--- config.mk ---
export PLATFORM = sky130hd
export DESIGN_NAME = shot_responder
export DESIGN_NICKNAME = d
export VERILOG_FILES = /design/src/rtl/shot_responder.sv
export SDC_FILE = /design/constraint.sdc
export NUM_CORES = 1
export LEC_CHECK = 0
export ABC_AREA = 1
export CORE_MARGIN = 1
export CORE_UTILIZATION = 60
export DETAILED_ROUTE_END_ITERATION = 8
export DONT_BUFFER_PORTS = 1
export HOLD_SLACK_MARGIN = 0.02
export MAX_ROUTING_LAYER = met4
export PLACE_DENSITY = 0.76
export SYNTH_ARGS = -nofsm -noshare
export SYNTH_HDL_FRONTEND = slang
export SYNTH_SLANG_ARGS = --single-unit
--- constraint.sdc ---
create_clock -name clk -period 2.2 [get_ports clk]
set_input_delay 0.44 -clock clk [delete_from_list [all_inputs] [get_ports clk]]
set_output_delay 0.44 -clock clk [all_outputs]
set_load 0.005 [all_outputs]
--- src/rtl/shot_responder.sv ---
// shot_responder: own-board responder for a battleship-style game.
// Own ship cells are placed one by one, the board is locked, and every
// accepted opponent shot is answered two cycles later with a hit/miss pulse.
// Optional feature macro: SHOT_RESPONDER_REPEAT_HIT_EN -- when defined, a
// repeated shot on an already-hit ship cell answers hit=1 (default: hit=0).
module shot_responder #(
    parameter int BOARD_N    = 10,
    parameter int SHIP_CELLS = 20
) (
    input  logic       clk,
    input  logic       rst,
    input  logic       ship_wr,
    input  logic [7:0] ship_pos,
    input  logic       board_lock,
    input  logic       shot_valid,
    input  logic [7:0] shot_pos,
    output logic       shot_ready,
    output logic       answer,
    output logic       hit,
    output logic [4:0] cells_left,
    output logic       defeat
);

    localparam int         IW     = (BOARD_N > 1) ? $clog2(BOARD_N) : 1;
    localparam logic [4:0] N_LIM  = 5'(BOARD_N);
    localparam logic [4:0] SHIPS  = 5'(SHIP_CELLS);

`ifdef SHOT_RESPONDER_REPEAT_HIT_EN
    localparam logic REPEAT_HIT = 1'b1;
`else
    localparam logic REPEAT_HIT = 1'b0;
`endif

    typedef enum logic [2:0] {PLACE, ARMED, CHECK, RESP, DONE} state_t;

    state_t                            state_q;
    logic [BOARD_N-1:0][BOARD_N-1:0]   ship_map_q;
    logic [BOARD_N-1:0][BOARD_N-1:0]   hit_map_q;
    logic [4:0]                        placed_q;
    logic [4:0]                        cells_left_q;
    logic [7:0]                        shot_q;
    logic                              answer_q;
    logic                              hit_q;

    logic [IW-1:0] wr_row, wr_col, sh_row, sh_col;
    logic          wr_in_range, wr_ok, sh_in_range;

    // Decode placement request and captured shot coordinates
    always_comb begin
        wr_row      = ship_pos[4 +: IW];
        wr_col      = ship_pos[0 +: IW];
        sh_row      = shot_q[4 +: IW];
        sh_col      = shot_q[0 +: IW];
        wr_in_range = ({1'b0, ship_pos[7:4]} < N_LIM) && ({1'b0, ship_pos[3:0]} < N_LIM);
        sh_in_range = ({1'b0, shot_q[7:4]} < N_LIM) && ({1'b0, shot_q[3:0]} < N_LIM);
        // Only in-range, empty cells count, and never beyond the fleet size
        wr_ok       = ship_wr && wr_in_range && !ship_map_q[wr_row][wr_col]
                      && (placed_q < SHIPS);
    end

    // Game FSM: placement, shot capture, map lookup, answer pulse, defeat
    always_ff @(posedge clk or negedge rst) begin
        if (!rst) begin
            state_q      <= PLACE;
            ship_map_q   <= '0;
            hit_map_q    <= '0;
            placed_q     <= '0;
            cells_left_q <= '0;
            shot_q       <= '0;
            answer_q     <= 1'b0;
            hit_q        <= 1'b0;
        end else begin
            // answer/hit are single-cycle pulses owned by RESP
            answer_q <= 1'b0;
            hit_q    <= 1'b0;
            case (state_q)
                PLACE: begin
                    // A successful lock wins over a same-cycle write
                    if (board_lock && (placed_q == SHIPS)) begin
                        state_q      <= ARMED;
                        cells_left_q <= SHIPS;
                    end else if (wr_ok) begin
                        ship_map_q[wr_row][wr_col] <= 1'b1;
                        placed_q                   <= placed_q + 5'd1;
                    end
                end
                ARMED: begin
                    if (shot_valid) begin
                        shot_q  <= shot_pos;
                        state_q <= CHECK;
                    end
                end
                CHECK: begin
                    state_q  <= RESP;
                    answer_q <= 1'b1;
                    if (sh_in_range && ship_map_q[sh_row][sh_col]) begin
                        if (!hit_map_q[sh_row][sh_col]) begin
                            hit_map_q[sh_row][sh_col] <= 1'b1;
                            hit_q                     <= 1'b1;
                            if (cells_left_q != 5'd0) begin
                                cells_left_q <= cells_left_q - 5'd1;
                            end
                        end else begin
                            hit_q <= REPEAT_HIT;
                        end
                    end
                end
                RESP: begin
                    state_q <= (cells_left_q == 5'd0) ? DONE : ARMED;
                end
                DONE: begin
                    state_q <= DONE;
                end
                default: begin
                    state_q <= PLACE;
                end
            endcase
        end
    end

    assign shot_ready = (state_q == ARMED);
    assign defeat     = (state_q == DONE);
    assign answer     = answer_q;
    assign hit        = hit_q;
    assign cells_left = cells_left_q;

endmodule
Word level (Yosys, flattened, before mapping)
Index checks and enable logic that the tools add are counted.
{"block": "word_totals", "regBits": 223, "input_bits": 21, "wordCells": 109, "output_inout_bits": 9}
{"block": "classes", "n_reduce_logical": 21, "addsub": 2, "bitwise": 4, "n_mux": 33, "magnitude_cmp": 13, "eq_ne": 10}
{"op": "OR 100 bit", "n": 2}
{"op": "binary-select mux 10 bit (select 4 bit)", "n": 3}
{"op": "demux 10 bit (select 4 bit)", "n": 2}
{"op": "two-way mux 10 bit", "n": 5}
{"op": "< comparator 4 x 5 -> 1 bit (second input constant)", "n": 4}
{"op": "two-way mux 5 bit", "n": 4}
{"op": ">= comparator 4 x 1 -> 1 bit (second input constant)", "n": 4}
{"op": "< comparator 4 bit (second input constant)", "n": 4}
{"op": "one-hot mux 3 bit (5 select lines)", "n": 1}
{"op": "binary-select mux 1 bit (select 4 bit)", "n": 3}
{"op": "logical AND 1 bit", "n": 11}
{"op": "!= test 2 bit (second input constant)", "n": 5}
{"op": "one-hot mux 5 bit (2 select lines)", "n": 1}
{"op": "two-way mux 1 bit", "n": 9}
{"op": "two-way mux 3 bit", "n": 3}
{"op": "demux 1 bit (select 4 bit)", "n": 2}
{"op": "== test 3 x 2 -> 1 bit (second input constant)", "n": 2}
{"op": "AND reduction 3 bit", "n": 2}
{"op": "adder 5 x 1 -> 5 bit (second input constant)", "n": 1}
{"op": "== test 5 bit (second input constant)", "n": 1}
{"op": "zero test 5 bit", "n": 1}
{"op": "< comparator 5 bit (second input constant)", "n": 1}
{"op": "AND reduction 5 bit", "n": 1}
{"op": "nonzero test 5 bit", "n": 1}
{"op": "8 further kinds", "n": 10}

Longest topological paths before layout
{"block": "depth", "depth_word": 8, "ltp_mapped": 20, "mapped_depth_nobuf": 16}

Least setup slack after synthesis
OpenSTA, ideal clock, no wires.
{"block": "synth_path", "path_kind": "input to register", "from": "in ship_pos[4]", "to": "reg ship_map_q[0] (netlist name)", "arrival_ps": 1987, "path_buffers": 3, "path_stages": 14, "slack_ps": 139, "setup_ps": 74, "required_time_ps": 2126, "path_cell_list": "nand2_1 inv_1 clkbuf_1 a22oi_1 nand2_1 nand2_1 nand3_1 nand2_1 nand2_1 o21ai_0 nand3_2 buf_6 buf_2 o21ai_2"}
{"block": "synth_via", "elab_chain_cells": 8, "word_cells_on_any_way": 17}
{"item": "start: declaration", "line_no": "13", "source": "input logic [7:0] ship_pos,"}
{"item": "binary-select mux 10 bit (select 4 bit)", "line_no": "57", "source": "wr_ok = ship_wr && wr_in_range && !ship_map_q[wr_row][wr_col]"}
{"item": "two-way mux 10 bit (not written as such)", "line_no": "57"}
{"item": "binary-select mux 1 bit (select 4 bit)", "line_no": "57"}
{"item": "two-way mux 1 bit (not written as such)", "line_no": "57"}
{"item": "zero test 1 bit", "line_no": "57"}
{"item": "logical AND 1 bit", "line_no": "57"}
{"item": "logical AND 1 bit", "line_no": "58", "source": "&& (placed_q < SHIPS);"}
{"item": "AND reduction 3 bit (no source line)"}
{"item": "end signal: assignment", "line_no": "65", "source": "ship_map_q <= '0;"}
{"item": "end signal: indexed assignment", "line_no": "83", "source": "ship_map_q[wr_row][wr_col] <= 1'b1;"}
{"item": "end: declaration", "line_no": "37", "source": "logic [BOARD_N-1:0][BOARD_N-1:0] ship_map_q;"}
Several ways; a longest one is shown, not always the timed one. The select of a mux whose other input is x is not followed.
A chain may end at the register's enable or synchronous reset.

Final worst setup path
{"block": "layout_path", "from": "reg shot_q[4]", "to": "reg hit_map_q[18] (netlist name)"}
{"block": "layout_via", "elab_chain_cells": 6, "word_cells_on_any_way": 19}
{"item": "start: declaration", "line_no": "41", "source": "logic [7:0] shot_q;"}
{"item": "start signal: assignment", "line_no": "89", "source": "shot_q <= shot_pos;"}
{"item": "binary-select mux 10 bit (select 4 bit), on equally long branches", "line_no": "96, 97"}
{"item": "two-way mux 10 bit, on equally long branches", "line_no": "96, 97"}
{"item": "binary-select mux 1 bit (select 4 bit), on equally long branches", "line_no": "96, 97"}
{"item": "two-way mux 1 bit, on equally long branches", "line_no": "96, 97"}
{"item": "logical AND 1 bit or inverter 1 bit (tied branches)"}
{"item": "AND reduction 3 bit (no source line)"}
{"item": "end signal: assignment", "line_no": "66", "source": "hit_map_q <= '0;"}
{"item": "end signal: indexed assignment", "line_no": "98", "source": "hit_map_q[sh_row][sh_col] <= 1'b1;"}
{"item": "end: declaration", "line_no": "38", "source": "logic [BOARD_N-1:0][BOARD_N-1:0] hit_map_q;"}
Several ways; a longest one is shown, not always the timed one. The select of a mux whose other input is x is not followed.

==> run metrics <==
# DRC=38; Max-cap violations=0; WL/cell=19.66 um; PortBufs=0; share of layout cells above drive strength 1=21.28%; critical path required time=2.68 ns; vias post-DR=12,555; Worst-path clk slew=0.07 ns; first-pass GRT wire length=63,600 um; placeable core area=0.01965 mm2; setup ws final=-0.5154 ns; HP Class=in2async; Starting Density=61.71%; die area=0.02079 mm2; commonest non-fill, non-tap cell in the layout=nand2_1; post-synth top area cell=dfrtp_1; Crit. End Element=register; largest net degree at the start of global routing=224; H-tree depth=1; Clock Path Buffers=3; Ports=30; worst slew pin tran=0.6790 ns; DR iter-0 viols=2,012; average size of a mapped cell=6.970 um2; number of distinct library cells after synthesis=34; Die Height=144.2 um; Synth Register Bits=223; Setup crit start kind=register; setup tns final=-47.38 ns; Max Clock Freq=0.3683 GHz; Yosys Warn Count=0; post-synth design cell area=0.01213 mm2; Setup WS pre-CTS=-0.3328 ns; initial antenna violation count=0; vias in the first global route=12,120; Synth area leaders=dfrtp_1, nand2_1, nor2_1; Syn Inst Count=1,740; Clock Sinks=223; post-DP HPWL=23,360 um; antenna cells=0; total power per unit cell area=885.6 mW/mm2; clock latency on the worst-skew pair=0.54 ns; syn_nets=1,764; Seq/Total Area, Yosys=46.01%; CTS tree=done; Max rail drop VDD=0.9027 mV; first drt pass iteration count=9; routability cong.=0.9817; Clock Skews=0.01801 ns; RSZ-0062 raised after global routing=yes; Syn-to-layout area delta=26.99%; crit-path max FO=7; fin nets=1,868; Tot GR Track Use=41.85%; Crit Path Category=reg2reg; final setup violation count=107; GR Overflow Total=0; Die Wd=144.2 um; Hold WS=-0.3910 ns; failing checks=DRC, hold timing, setup timing; normalized max-slew margin=54.63%; num rows=51; worst endpoint data arrival time=3.20 ns; min cycle time layout=2.715 ns; Final period util=123.4%; fillcell total=1,364; commonest cells after routing, fill and taps aside=nand2_1, nor2_1, dfrtp_1; Final ANT Viol Nets=0; status=finished, violations left; Pleak=8.085 nW; cts bufs inserted=24; Vias/cell=5.905; Root Buffer=clkbuf_16; WL final=41,800 um; Pins Over Slew Limit=0; post-synth top area share=46.01%; Hold Fails Final Rpt=223
path summary, 6_finish.rpt:
path                            cells after the start          start              to  slack, ns
worst max-delay path                               20      shot_q[4]   hit_map_q[18]      -0.52
worst min-delay path                                0            rst  ship_map_q[52]      -0.39
worst max register to register                     20      shot_q[4]   hit_map_q[18]      -0.52
worst min register to register                      2  hit_map_q[47]   hit_map_q[47]       0.45
max in group asynchronous                           0            rst  ship_map_q[35]       2.20
min in group clk                                    1    shot_pos[1]       shot_q[1]       0.05
metal layers:
metal,GRT usage [%],vias to the layer above,share of wire [%]
met1,53.41,5864,37
met4,21.27,0,6.1
met3,10.89,260,12
met5,-,-,0
met2,61.66,915,44
li1,-,5516,-
Yosys cell counts (all sizes together):
cell and n:
nor3 4, dfrtp 223, a31o 1, mux2 1, nand4 21, buf 46
xor2 1, or2 1, a22oi 12, o21bai 35, o21ai 92, nor2 305
nand2 661, clkbuf 16, nor4 1, inv 214, clkinv 2, nand3 42
xnor2 2, ha 3, a31oi 1, a21oi 56
power by group:
group / internal, mW / switching [mW]
clock network: 2.67 / 1.77
logic: 1.80 / 3.02
registers: 4.23 / 0.160
total: 8.69 / 4.95
critical path, cell delays in order (launching register included):
cell and delay (ns):
dfrtp_2 0.45, buf_6 0.15, inv_8 0.08, nor2_8 0.05, nand2_8 0.11, buf_16 0.13
nor2_1 0.07, nor2_1 0.14, nand3_1 0.11, nand2_1 0.11, nand2_1 0.09, o21ai_2 0.15
nand2_1 0.09, nor2_2 0.12, nand2_2 0.07, nor2_4 0.13, buf_6 0.14, buf_12 0.15
buf_12 0.16, nand2_2 0.06, nand2_2 0.07
cells by family after synthesis:
| logic type | synth area share [%] |
|---|---|
| AND/OR/NAND/NOR | 33.47 |
| AO/OA/AOI/OAI | 10.07 |
| multiplexers | 0.09284 |
| XOR/XNOR | 0.2167 |
| flip-flops | 46.01 |
| adder cells (fa/ha/maj) | 0.3095 |
| buffers and inverters | 9.832 |
metrics by stage:
| stage | cell area, um2 | util (%) | power (mW) | hold slack [ns] | cells |
|---|---|---|---|---|---|
| 2_1_floorplan | 12130 | - | 6.474 | 0.1444 | 1740 |
| 3_3_place_gp | 13120 | 66.76 | 8.150 | 0.1531 | 2049 |
| 3_5_place_dp | 13120 | 66.76 | 8.196 | 0.1524 | 2049 |
| 4_1_cts | 15070 | 76.66 | 13.27 | -0.3921 | 2127 |
| 5_1_grt | 15400 | 78.36 | 14.01 | -0.4074 | 2126 |
| 6_report | 15400 | 78.36 | 13.64 | -0.3910 | 2126 |
timing repair:
action | 4_1_cts | 5_1_grt
endpoints found under the setup margin | 106 | 202
endpoints found under the hold margin | 223 | 223
resized for setup | 145 | 118
setup buffers | 20 | 0
pin swaps | 36 | 32
cloned | 17 | 1
state kept, by name, indices dropped and copies added (netlist names):
name and count:
hit_map_q 100, ship_map_q 100, shot_q 8, cells_left 5, placed_q 5, state_q 3
answer 1, hit 1
area by class of cell:
type	instances	area, um2	share of cell area (%)
Sequential cell	223	5583	36.25
Clock inverter	12	160.2	1.040
Tap cell	265	331.6	2.153
Inverter	216	830.8	5.394
Clock buffer	31	688.2	4.468
Timing Repair Buffer	140	1819	11.81
Multi-Input combinational cell	1239	5988	38.88
Note: power is estimated with default switching activity, not from simulation.
